**src/rtl/sequenciador_instrucoes_pkg.sv**
```systemverilog
// rtl/sequenciador_instrucoes_pkg.sv - opcodes, step encoding and instruction field positions
package proc_pkg;

    localparam logic [2:0] OP_MV  = 3'b000;
    localparam logic [2:0] OP_MVI = 3'b001;
    localparam logic [2:0] OP_ADD = 3'b010;
    localparam logic [2:0] OP_SUB = 3'b011;

    typedef enum logic [1:0] {
        T0 = 2'b00,
        T1 = 2'b01,
        T2 = 2'b10,
        T3 = 2'b11
    } step_t;

    // Instruction word layout: IIIXXXYYY
    localparam int OP_HI = 8;
    localparam int OP_LO = 6;
    localparam int X_HI  = 5;
    localparam int X_LO  = 3;
    localparam int Y_HI  = 2;
    localparam int Y_LO  = 0;

    function automatic logic [2:0] opcode_of(input logic [8:0] ir);
        return ir[OP_HI:OP_LO];
    endfunction

endpackage

```
**src/rtl/sequenciador_instrucoes_if.sv**
```systemverilog
// rtl/sequenciador_instrucoes_if.sv - fetch request and datapath control strobes
interface sequenciador_instrucoes_if #(
    parameter int N_REGS = 8,
    parameter int CNT_W  = 16
);
    logic              Run;
    logic [8:0]        Instr;
    logic              IRin;
    logic [N_REGS-1:0] Rin;
    logic [N_REGS-1:0] Rout;
    logic              Ain;
    logic              Gin;
    logic              Gout;
    logic              AddSub;
    logic              DINout;
    logic              Done;
    logic [1:0]        Tstep;
    logic [CNT_W-1:0]  InstrCount;

    modport master (
        output Run, Instr,
        input  IRin, Rin, Rout, Ain, Gin, Gout, AddSub, DINout, Done, Tstep, InstrCount
    );

    modport slave (
        input  Run, Instr,
        output IRin, Rin, Rout, Ain, Gin, Gout, AddSub, DINout, Done, Tstep, InstrCount
    );
endinterface

```
**src/rtl/sequenciador_instrucoes_decodificador_3x8.sv**
```systemverilog
// rtl/sequenciador_instrucoes_decodificador_3x8.sv - register index to one-hot, MSB selects R0
module decodificador_3x8 #(
    parameter int N_REGS = 8
) (
    input  logic [2:0]        idx,
    output logic [N_REGS-1:0] onehot
);
    always_comb begin
        onehot = '0;
        for (int i = 0; i < N_REGS; i++) begin
            onehot[N_REGS-1-i] = (32'(idx) == i);
        end
    end
endmodule

```
**src/rtl/sequenciador_instrucoes.sv**
```systemverilog
// rtl/sequenciador_instrucoes.sv - multicycle fetch/execute controller for the 8-register processor
module sequenciador_instrucoes
    import proc_pkg::*;
#(
    parameter int N_REGS = 8,
    parameter int CNT_W  = 16
) (
    input logic                 Clock,
    input logic                 Resetn,
    sequenciador_instrucoes_if.slave bus
);
    step_t             state;
    logic [8:0]        ir;
    logic [CNT_W-1:0]  count;
    logic [2:0]        op;
    logic [N_REGS-1:0] oh_x;
    logic [N_REGS-1:0] oh_y;

    logic              irin, ain, gin, gout, addsub, dinout, done;
    logic [N_REGS-1:0] rin, rout;

    assign op = opcode_of(ir);

    decodificador_3x8 #(.N_REGS(N_REGS)) u_dec_x (.idx(ir[X_HI:X_LO]), .onehot(oh_x));
    decodificador_3x8 #(.N_REGS(N_REGS)) u_dec_y (.idx(ir[Y_HI:Y_LO]), .onehot(oh_y));

    always_ff @(posedge Clock or negedge Resetn) begin
        if (!Resetn) begin
            state <= T0;
            ir    <= '0;
            count <= '0;
        end else begin
            case (state)
                T0: if (bus.Run) begin
                    ir    <= bus.Instr;
                    state <= T1;
                end
                T1: state <= (op == OP_ADD || op == OP_SUB) ? T2 : T0;
                T2: state <= T3;
                T3: state <= T0;
                default: state <= T0;
            endcase
            if (done) count <= count + CNT_W'(1);
        end
    end

    // Fetch strobes are gated by Resetn so nothing drives the bus while reset is held.
    always_comb begin
        irin   = 1'b0;
        ain    = 1'b0;
        gin    = 1'b0;
        gout   = 1'b0;
        addsub = 1'b0;
        dinout = 1'b0;
        done   = 1'b0;
        rin    = '0;
        rout   = '0;
        case (state)
            T0: if (Resetn && bus.Run) begin
                irin   = 1'b1;
                dinout = 1'b1;
            end
            T1: case (op)
                OP_MV: begin
                    rout = oh_y;
                    rin  = oh_x;
                    done = 1'b1;
                end
                OP_MVI: begin
                    dinout = 1'b1;
                    rin    = oh_x;
                    done   = 1'b1;
                end
                OP_ADD, OP_SUB: begin
                    rout = oh_x;
                    ain  = 1'b1;
                end
                default: done = 1'b1;
            endcase
            T2: begin
                rout   = oh_y;
                gin    = 1'b1;
                addsub = (op == OP_SUB);
            end
            T3: begin
                gout = 1'b1;
                rin  = oh_x;
                done = 1'b1;
            end
            default: ;
        endcase
    end

    assign bus.IRin       = irin;
    assign bus.Rin        = rin;
    assign bus.Rout       = rout;
    assign bus.Ain        = ain;
    assign bus.Gin        = gin;
    assign bus.Gout       = gout;
    assign bus.AddSub     = addsub;
    assign bus.DINout     = dinout;
    assign bus.Done       = done;
    assign bus.Tstep      = state;
    assign bus.InstrCount = count;
endmodule

```
**src/flat_wrapper.sv**
```systemverilog
// flat-port wrapper written by rule: the top's interface ports become plain ports
module sequenciador_instrucoes_flat import proc_pkg::*;
#(
    parameter int N_REGS = 8,
    parameter int CNT_W  = 16
)
  (Clock, Resetn, bus_Run, bus_Instr, bus_IRin, bus_Rin, bus_Rout, bus_Ain, bus_Gin, bus_Gout, bus_AddSub, bus_DINout, bus_Done, bus_Tstep, bus_InstrCount);
  sequenciador_instrucoes_if #(.N_REGS(N_REGS), .CNT_W(CNT_W)) bus_i ();
  input logic Clock;
  input logic Resetn;
  input wire logic [$bits(bus_i.Run)-1:0] bus_Run;
  input wire logic [$bits(bus_i.Instr)-1:0] bus_Instr;
  output wire logic [$bits(bus_i.IRin)-1:0] bus_IRin;
  output wire logic [$bits(bus_i.Rin)-1:0] bus_Rin;
  output wire logic [$bits(bus_i.Rout)-1:0] bus_Rout;
  output wire logic [$bits(bus_i.Ain)-1:0] bus_Ain;
  output wire logic [$bits(bus_i.Gin)-1:0] bus_Gin;
  output wire logic [$bits(bus_i.Gout)-1:0] bus_Gout;
  output wire logic [$bits(bus_i.AddSub)-1:0] bus_AddSub;
  output wire logic [$bits(bus_i.DINout)-1:0] bus_DINout;
  output wire logic [$bits(bus_i.Done)-1:0] bus_Done;
  output wire logic [$bits(bus_i.Tstep)-1:0] bus_Tstep;
  output wire logic [$bits(bus_i.InstrCount)-1:0] bus_InstrCount;
  assign bus_i.Run = bus_Run;
  assign bus_i.Instr = bus_Instr;
  assign bus_IRin = bus_i.IRin;
  assign bus_Rin = bus_i.Rin;
  assign bus_Rout = bus_i.Rout;
  assign bus_Ain = bus_i.Ain;
  assign bus_Gin = bus_i.Gin;
  assign bus_Gout = bus_i.Gout;
  assign bus_AddSub = bus_i.AddSub;
  assign bus_DINout = bus_i.DINout;
  assign bus_Done = bus_i.Done;
  assign bus_Tstep = bus_i.Tstep;
  assign bus_InstrCount = bus_i.InstrCount;
  sequenciador_instrucoes #(.N_REGS(N_REGS), .CNT_W(CNT_W)) u_core (.Clock(Clock), .Resetn(Resetn), .bus(bus_i));
endmodule
```
**config.mk**
```make
export PLATFORM = sky130hd
export DESIGN_NAME = sequenciador_instrucoes_flat
export DESIGN_NICKNAME = d
export VERILOG_FILES = /design/src/rtl/sequenciador_instrucoes_pkg.sv /design/src/rtl/sequenciador_instrucoes_if.sv /design/src/rtl/sequenciador_instrucoes_decodificador_3x8.sv /design/src/rtl/sequenciador_instrucoes.sv /design/src/flat_wrapper.sv
export SDC_FILE = /design/constraint.sdc
export NUM_CORES = 1
export LEC_CHECK = 0
export CAP_MARGIN = 15
export CORE_AREA = 2 2 62 64
export DETAILED_ROUTE_END_ITERATION = 6
export DIE_AREA = 0 0 64 66
export PLACE_DENSITY = 0.78
export SLEW_MARGIN = 10
export SYNTH_ARGS = -nofsm -noshare
export SYNTH_HDL_FRONTEND = slang
export SYNTH_SLANG_ARGS = --single-unit
```
**constraint.sdc**
```tcl
create_clock -name Clock -period 4.8 [get_ports Clock]
set_input_delay 0.48 -clock Clock [delete_from_list [all_inputs] [get_ports Clock]]
set_output_delay 0.48 -clock Clock [all_outputs]
set_load 0.01 [all_outputs]
```
=== After elaboration in Yosys (flattened, before gate mapping) ===
Cells that the tools add are included.

* Output and inout bits: 41
* Bits in read-only memories: 0
* Bits in latches: 0
* Memories kept: 0
* Bits in registers: 27
* Bits in writable memories: 0
* Input port bits: 12

* Equal/unequal tests: 21
* Reductions and logical operators: 9
* Div/mod/pow operators: 0
* Mux-type cells: 18
* Magnitude comparators: 0
* $add $sub $neg: 1
* Multipliers: 0
* Bitwise gates (word level): 0
* Shifts and indexed selects: 0

{| class="wikitable"
|+ Operators with widths
! kind !! number
|-
| 8-bit case mux with 2 select lines || 3
|-
| 3-bit == test, second input constant || 8
|-
| 3-bit by 2-bit == test with 1-bit output, second input constant || 6
|-
| 16-bit by 1-bit adder with 16-bit output, second input constant || 1
|-
| 3-bit by 1-bit == test with 1-bit output, second input constant || 3
|-
| 3-bit zero test || 3
|-
| 1-bit 2-to-1 mux || 9
|-
| 8-bit 2-to-1 mux || 1
|-
| 2-bit case mux with 4 select lines || 1
|-
| 2-bit == test, second input constant || 2
|-
| 2-bit 2-to-1 mux || 2
|-
| 1-bit case mux with 2 select lines || 2
|-
| 2-bit OR reduction || 2
|-
| 2-bit by 1-bit == test with 1-bit output, second input constant || 1
|-
| 2-bit zero test || 1
|-
| 2-bit != test, second input constant || 1
|-
| 2-bit AND reduction || 1
|-
| 1-bit logical AND || 1
|-
| 1-bit logical OR || 1
|}

=== Logic depth before layout (Yosys ltp) ===
Gate-level depths: netlist (run 1).

* Word-level depth: 4
* Mapped depth: 7
* Depth with buffers taken out: 6

=== By module ===
A second synthesis (run 1) with hierarchy kept.

* Cells, all modules: 145
* Area total of the unflattened synthesis: 1551.5 um2

{| class="wikitable"
|+ Modules (own cells, without submodules)
! module !! seq. area each (um2) !! area an instance (um2) !! times used !! cells an instance
|-
| sequenciador_instrucoes || 675.6 || 1421.4 || 1 || 129
|-
| decodificador_3x8 || 0.0 || 65.1 || 2 || 8
|}

=== Worst setup path before layout (run 1) ===
Ideal clock, no wire load.

* Kind: register to output
* Start point: register (tool-made name)
* End point: output port bus_Rout[4]
* Path buffers: 1
* Arrival time: 1625 ps
* Cell stages (with the launch flop): 8
* Slack: 2695 ps
* Path through: dfrtp_1 -> inv_1 -> ha_1 -> and3b_1 -> clkbuf_1 -> and2b_1 -> nand3_1 -> a21boi_0

{| class="wikitable"
|+ RTL lines
! item !! RTL line !! text
|-
| to (decl) || flat_wrapper.sv:15 || <nowiki>output wire logic [$bits(bus_i.Rout)-1:0] bus_Rout;</nowiki>
|}

==> impl_metrics.env, run 1 <==
export IMPL_dp_cells=248
export IMPL_netlist_area_um2=1560
export IMPL_max_slew_margin=0.328
export IMPL_synth_area_top_cells="dfrtp_1, mux2_2, xor2_1, ha_1, nor2_1"
export IMPL_grt_antenna_before_repair=0
export IMPL_cp_start_kind="register"
export IMPL_finalSetupTns_ns=0
export IMPL_drt_iter0_drc=55
export IMPL_gp_congestion=0.779
export IMPL_cp_end_kind="output pin"
export IMPL_fmax_mhz=324
export IMPL_worstMarginPinSlew_ns=1.00
export IMPL_die_area_um2=4220
export IMPL_drv_cap=0
export IMPL_synth_commonest_cells="dfrtp_1, nor2_1, mux2_2, nand2_1, xor2_1"
export IMPL_drt_pass1_iter_count=4
export IMPL_fin_total_pwr_mw=1.00
export IMPL_drive_gt1_frac=0.108
export IMPL_grt_pass1_vias=1233
export IMPL_drv_slew=0
export IMPL_swShare=0.403
export IMPL_seq_area_um2=676
export IMPL_via_per_inst=5.09
export IMPL_crit_fanout=8
export IMPL_initial_core_util=0.440
export IMPL_grt_overflow_total=0
export IMPL_p_comb_frac=0.493
export IMPL_met3_usage=0.0256
export IMPL_synth_nets=168
export IMPL_ant_nets=0
export IMPL_yosysTopAreaCell="dfrtp_1"
export IMPL_io_pins=53
export IMPL_yosysTopAreaCellShare=0.432
export IMPL_clkPwrFrac=0.099
export IMPL_post_drt_wl_per_cell_um=13.7
export IMPL_rsz0062_at_grt="no"
export IMPL_cts_hold_buf=0
export IMPL_cts_setup_buffers=0
export IMPL_totalWireLength_mm=3.46
export IMPL_yosysMostFrequentCell="dfrtp_1"
export IMPL_synth_edf_count=0
export IMPL_fin_skew_ns=0.00768
export IMPL_async_flop_share=1.00
export IMPL_finalCriticalPeriod_ns=3.09
export IMPL_clockBufferDepth=2
export IMPL_synth_ff_type="dfrtp_1"
export IMPL_grt_busiest_layer="met2"
export IMPL_rrSetupSlack_ns=2.75
export IMPL_grt_max_degree=29
export IMPL_final_nets=222
export IMPL_multi_input_area_um2=838
export IMPL_stdcell_count=252
export IMPL_p_leak_nw=0.968
export IMPL_num_vias=1282
export IMPL_syn_area_per_cell_um2=10.3
export IMPL_clk_latency_ns=0.33
export IMPL_numPortBuffers=52
export IMPL_num_antenna_cells=0
export IMPL_synth_cells=151
export IMPL_core_area_um2=3550
export IMPL_drc=0
export IMPL_grt_use_met1=0.227
export IMPL_cts_sinks=27
export IMPL_status="complete, no violations"
export IMPL_root_buffer="clkbuf_4"
export IMPL_grt_use_met2=0.309
export IMPL_htreeDepth=1
export IMPL_min_path_type="reg2reg"
export IMPL_grt_pass1_wl_mm=5.82
export IMPL_yosysSeqAreaShare=0.432
export IMPL_cts_buffers=3
export IMPL_crit_arrival_ns=2.61
export IMPL_p_switching_mw=0.405
export IMPL_die_x_um=64
export IMPL_power_share_sequential=0.408
export IMPL_row_count=22
export IMPL_post_route_period_util=0.643
export IMPL_die_h_um=66
export IMPL_grt_usage=0.177
export IMPL_cts_tree="done"
export IMPL_setup_viol=0
export IMPL_whs_ns=0.482
export IMPL_clk_pin_slew_ns=0.15
export IMPL_synth_seq_cells=27
export IMPL_cts_repair_resized=0
export IMPL_hold_viol=0
export IMPL_fillers=323
export IMPL_yosys_cell_types_count=42
export IMPL_p_int_mw=0.599
export IMPL_area_delta_synth_final_pct=38.0
export IMPL_power_density_nw_per_um2=466
export IMPL_crit_type="reg2out"
export IMPL_dp_hpwl_mm=2.74
export IMPL_utilization=0.607
export IMPL_yosys_warnings=0
export IMPL_max_vdd_ir_drop_v=0.000229
export IMPL_required_ns=4.32
[path summary, 6_finish.rpt]
kind / startpoint / endpoint / cells after the start
setup / recovery: register / bus_Rout[2] / 7
hold / removal: u_core.bus.InstrCount[15] / u_core.bus.InstrCount[15] / 1
setup reg to reg: u_core.bus.Tstep[0] / u_core.bus.InstrCount[13] / 4
hold reg to reg: u_core.bus.InstrCount[15] / u_core.bus.InstrCount[15] / 1
max in group asynchronous: Resetn / u_core.ir[2] / 2
min in group asynchronous: Resetn / u_core.ir[6] / 2
[metrics by stage]
stage	cell area [um^2]	worst slack [ns]
after floorplan	1560	2.70
after global placement	2130	2.21
after detailed placement	2130	2.12
after CTS	2160	1.71
after global routing	2160	1.52
final	2160	1.71
[layer usage]
layer | part of all wire | vias up
met5 | 0 | -
met4 | 0.014 | 0
met3 | 0.040 | 4
met2 | 0.50 | 39
met1 | 0.45 | 597
li1 | - | 642
[critical path, stage by stage (launching register included)]
cell	delay (ns)
dfrtp_1	0.47
inv_1	0.11
ha_1	0.20
nor3b_2	0.30
a21o_1	0.28
nand4b_1	0.12
a21boi_0	0.23
clkdlybuf4s50_1	0.57
[final cells by class]
class | count | share of cell area
Sequential cell | 27 | 0.313
Clock buffer | 3 | 0.0104
Tap cell | 48 | 0.0279
Timing Repair Buffer | 53 | 0.245
Inverter | 7 | 0.0122
Multi-Input combinational cell | 113 | 0.389
Clock inverter | 1 | 0.00232
[cells in the final DEF, fill, tap and decap left out, types with 2 or more instances in the layout]
master | netlist | layout
clkbuf_4 | 0 | 3
xor2_1 | 10 | 10
clkdlybuf4s50_1 | 0 | 52
a21boi_0 | 2 | 2
nand4b_1 | 2 | 2
ha_1 | 5 | 5
dfrtp_1 | 27 | 27
nor3_1 | 8 | 8
a21oi_1 | 2 | 2
nand2b_1 | 3 | 3
nand2_1 | 10 | 10
nor2b_1 | 4 | 4
a21o_1 | 2 | 2
o21a_1 | 4 | 4
xnor2_1 | 5 | 5
mux2_2 | 10 | 10
inv_1 | 7 | 7
nor4_4 | 2 | 2
nor2_1 | 15 | 15
nand4_1 | 3 | 3
nand3_1 | 6 | 6
[cells by family (layout without fill, tap and decap cells)]
family,Yosys count,after routing,share of synthesized area
buffers and inverters,11,64,0.0312
DFF,27,27,0.432
AOI/OAI and AO/OA,17,17,0.0769
xor gates and xnor gates,15,15,0.0841
adders and majority gates,5,5,0.0400
muxes,10,10,0.0721
and+or+nand+nor,66,66,0.263
[sequential cells by signal (all words and copies together), names as in the netlist, named ones only]
name,flops
u_core.bus.InstrCount,16
u_core.bus.Tstep,1
u_core.ir,9
[power groups by stage]
stage | logic (mW) | clock network, mW | registers, mW
after floorplan | 0.308 | 0 | 0.390
final | 0.495 | 0.0992 | 0.410
after CTS | 0.502 | 0.103 | 0.409
after global placement | 0.484 | 0 | 0.410
after global routing | 0.547 | 0.111 | 0.428
after detailed placement | 0.500 | 0 | 0.414
(Power assumes the default switching activity.)
==> inputs of run 2 (changes only) <==
--- a/config.mk
+++ b/config.mk
@@ -6,10 +6,10 @@
 export NUM_CORES = 1
 export LEC_CHECK = 0
 export CAP_MARGIN = 15
-export CORE_AREA = 2 2 62 64
+export CORE_AREA = 2 2 65 67
 export DETAILED_ROUTE_END_ITERATION = 6
-export DIE_AREA = 0 0 64 66
-export PLACE_DENSITY = 0.78
+export DIE_AREA = 0 0 67 69
+export PLACE_DENSITY = 0.75
 export SLEW_MARGIN = 10
 export SYNTH_ARGS = -nofsm -noshare
 export SYNTH_HDL_FRONTEND = slang
==> constraint.sdc (replaced) <==
create_clock -name Clock -period 2.8 [get_ports Clock]
set_input_delay 0.28 -clock Clock [delete_from_list [all_inputs] [get_ports Clock]]
set_output_delay 0.28 -clock Clock [all_outputs]
set_load 0.01 [all_outputs]
==> impl_metrics.env, run 2 (same netlist as run 1, synthesis figures left out) <==
export IMPL_status="complete, no violations"
export IMPL_drive_gt1_frac=0.113
export IMPL_setup_viol=0
export IMPL_crit_type="reg2out"
export IMPL_met3_usage=0.0310
export IMPL_num_vias=1290
export IMPL_crit_fanout=5
export IMPL_grt_overflow_total=0
export IMPL_path_cells="inv_1 -> ha_1 -> and3b_1 -> and2b_1 -> nor2b_1 -> o21a_1 -> clkdlybuf4s50_1"
export IMPL_grt_use_met2=0.240
export IMPL_cp_num_buf_inv=2
export IMPL_final_common_cell="clkdlybuf4s50_1"
export IMPL_via_per_inst=5.08
export IMPL_cts_hold_buf=0
export IMPL_final_nets=222
export IMPL_io_pins=53
export IMPL_cts_repair_resized=0
export IMPL_finalSetupTns_ns=0
export IMPL_gp_congestion=0.788
export IMPL_min_path_type="in2async"
export IMPL_num_antenna_cells=0
export IMPL_crit_path_top_delay_cell="clkdlybuf4s50_1"
export IMPL_post_route_period_util=0.951
export IMPL_totalWireLength_mm=3.57
export IMPL_grt_pass1_wl_mm=5.73
export IMPL_critPathTopFamily="simple AND/OR/NAND/NOR gates"
export IMPL_cts_tree="done"
export IMPL_dp_cells=250
export IMPL_max_vdd_ir_drop_v=0.000589
export IMPL_die_x_um=67
export IMPL_cp_end_kind="output pin"
export IMPL_clk_latency_ns=0.27
export IMPL_grt_usage=0.160
export IMPL_root_buffer="clkbuf_8"
export IMPL_cp_start_kind="register"
export IMPL_initial_core_util=0.399
export IMPL_drv_slew=0
export IMPL_grt_use_met1=0.233
export IMPL_cts_sinks=27
export IMPL_post_drt_wl_per_cell_um=14.0
export IMPL_required_ns=2.52
export IMPL_post_dp_cell_area_um2=2130
export IMPL_crit_arrival_ns=2.38
export IMPL_max_slew_margin=0.307
export IMPL_crit_path_max_incr_delay_ns=0.52
export IMPL_layout_cells_most_common_list="clkdlybuf4s50_1, dfrtp_1, nor2_1"
export IMPL_area_delta_synth_final_pct=40.2
export IMPL_fin_skew_ns=0.00347
export IMPL_htreeDepth=1
export IMPL_stdcell_count=254
export IMPL_grt_pass1_vias=1170
export IMPL_grt_antenna_before_repair=0
export IMPL_p_leak_nw=0.976
export IMPL_grt_max_degree=28
export IMPL_worstMarginPinSlew_ns=1.03
export IMPL_die_h_um=69
export IMPL_clockBufferDepth=2
export IMPL_largest_reg_flops=16
export IMPL_die_area_um2=4620
export IMPL_drv_cap=0
export IMPL_fin_area_um2=2190
export IMPL_power_density_nw_per_um2=822
export IMPL_drc=0
export IMPL_core_area_um2=3910
export IMPL_fmax_mhz=376
export IMPL_numPortBuffers=52
export IMPL_finalCriticalPeriod_ns=2.66
export IMPL_dp_hpwl_mm=2.71
export IMPL_ant_nets=0
export IMPL_grt_busiest_layer="met2"
export IMPL_cts_buffers=3
export IMPL_drt_pass1_iter_count=4
export IMPL_row_count=23
export IMPL_clk_pin_slew_ns=0.09
export IMPL_drt_iter0_drc=20
export IMPL_cts_setup_buffers=0
export IMPL_hold_viol=0
run 2: per-layer routing:
layer / up-vias / share of wire
li1: 636 / -
met1: 630 / 0.46
met2: 22 / 0.50
met3: 2 / 0.036
met4: 0 / 0.0084
met5: - / 0
run 2: area by class of cell:
class,count,area [um^2]
clock buffers,3,41.3
well taps,50,62.6
multi-input cells,113,852
inverters,7,26.3
fillers,366,1720
repair buffers,53,528
flip-flops and latches,27,676
clock inverters,1,5.00
run 2: report_power, final:
group          switching, mW  total, mW  internal [mW]
clock                  0.114      0.214         0.0997
combinational          0.397      0.870          0.472
sequential             0.201      0.716          0.515
total                  0.713       1.80           1.09
run 2: path summary, 6_finish.rpt:
path,from,to,slack (ns),cells after the start
max,register,bus_Rout[5],0.14,7
min,Resetn,u_core.bus.InstrCount[12],0.42,2
max reg2reg,u_core.bus.Tstep[0],u_core.bus.InstrCount[13],0.71,4
min reg2reg,u_core.bus.InstrCount[15],u_core.bus.InstrCount[15],0.47,1
max in group asynchronous,Resetn,u_core.bus.InstrCount[3],2.13,2
min in group Clock,u_core.bus.InstrCount[15],u_core.bus.InstrCount[15],0.47,1
run 2: per-stage QoR:
| stage | hold slack, ns | total power, mW | util | setup slack (ns) |
|---|---|---|---|---|
| floorplan | -0.0156 | 1.20 | - | 0.895 |
| global placement | 0.458 | 1.55 | 0.544 | 0.430 |
| detailed placement | 0.465 | 1.57 | 0.544 | 0.375 |
| CTS | 0.448 | 1.79 | 0.556 | 0.0614 |
| global route | 0.455 | 1.93 | 0.560 | -0.0317 |
| finish | 0.424 | 1.80 | 0.560 | 0.138 |
run 2: worst register-to-register path: stages (launching register included):
cell,delay [ns]
dfrtp_1,0.43
ha_1,0.29
o21ai_1,0.83
nor4_1,0.21
xor2_1,0.20
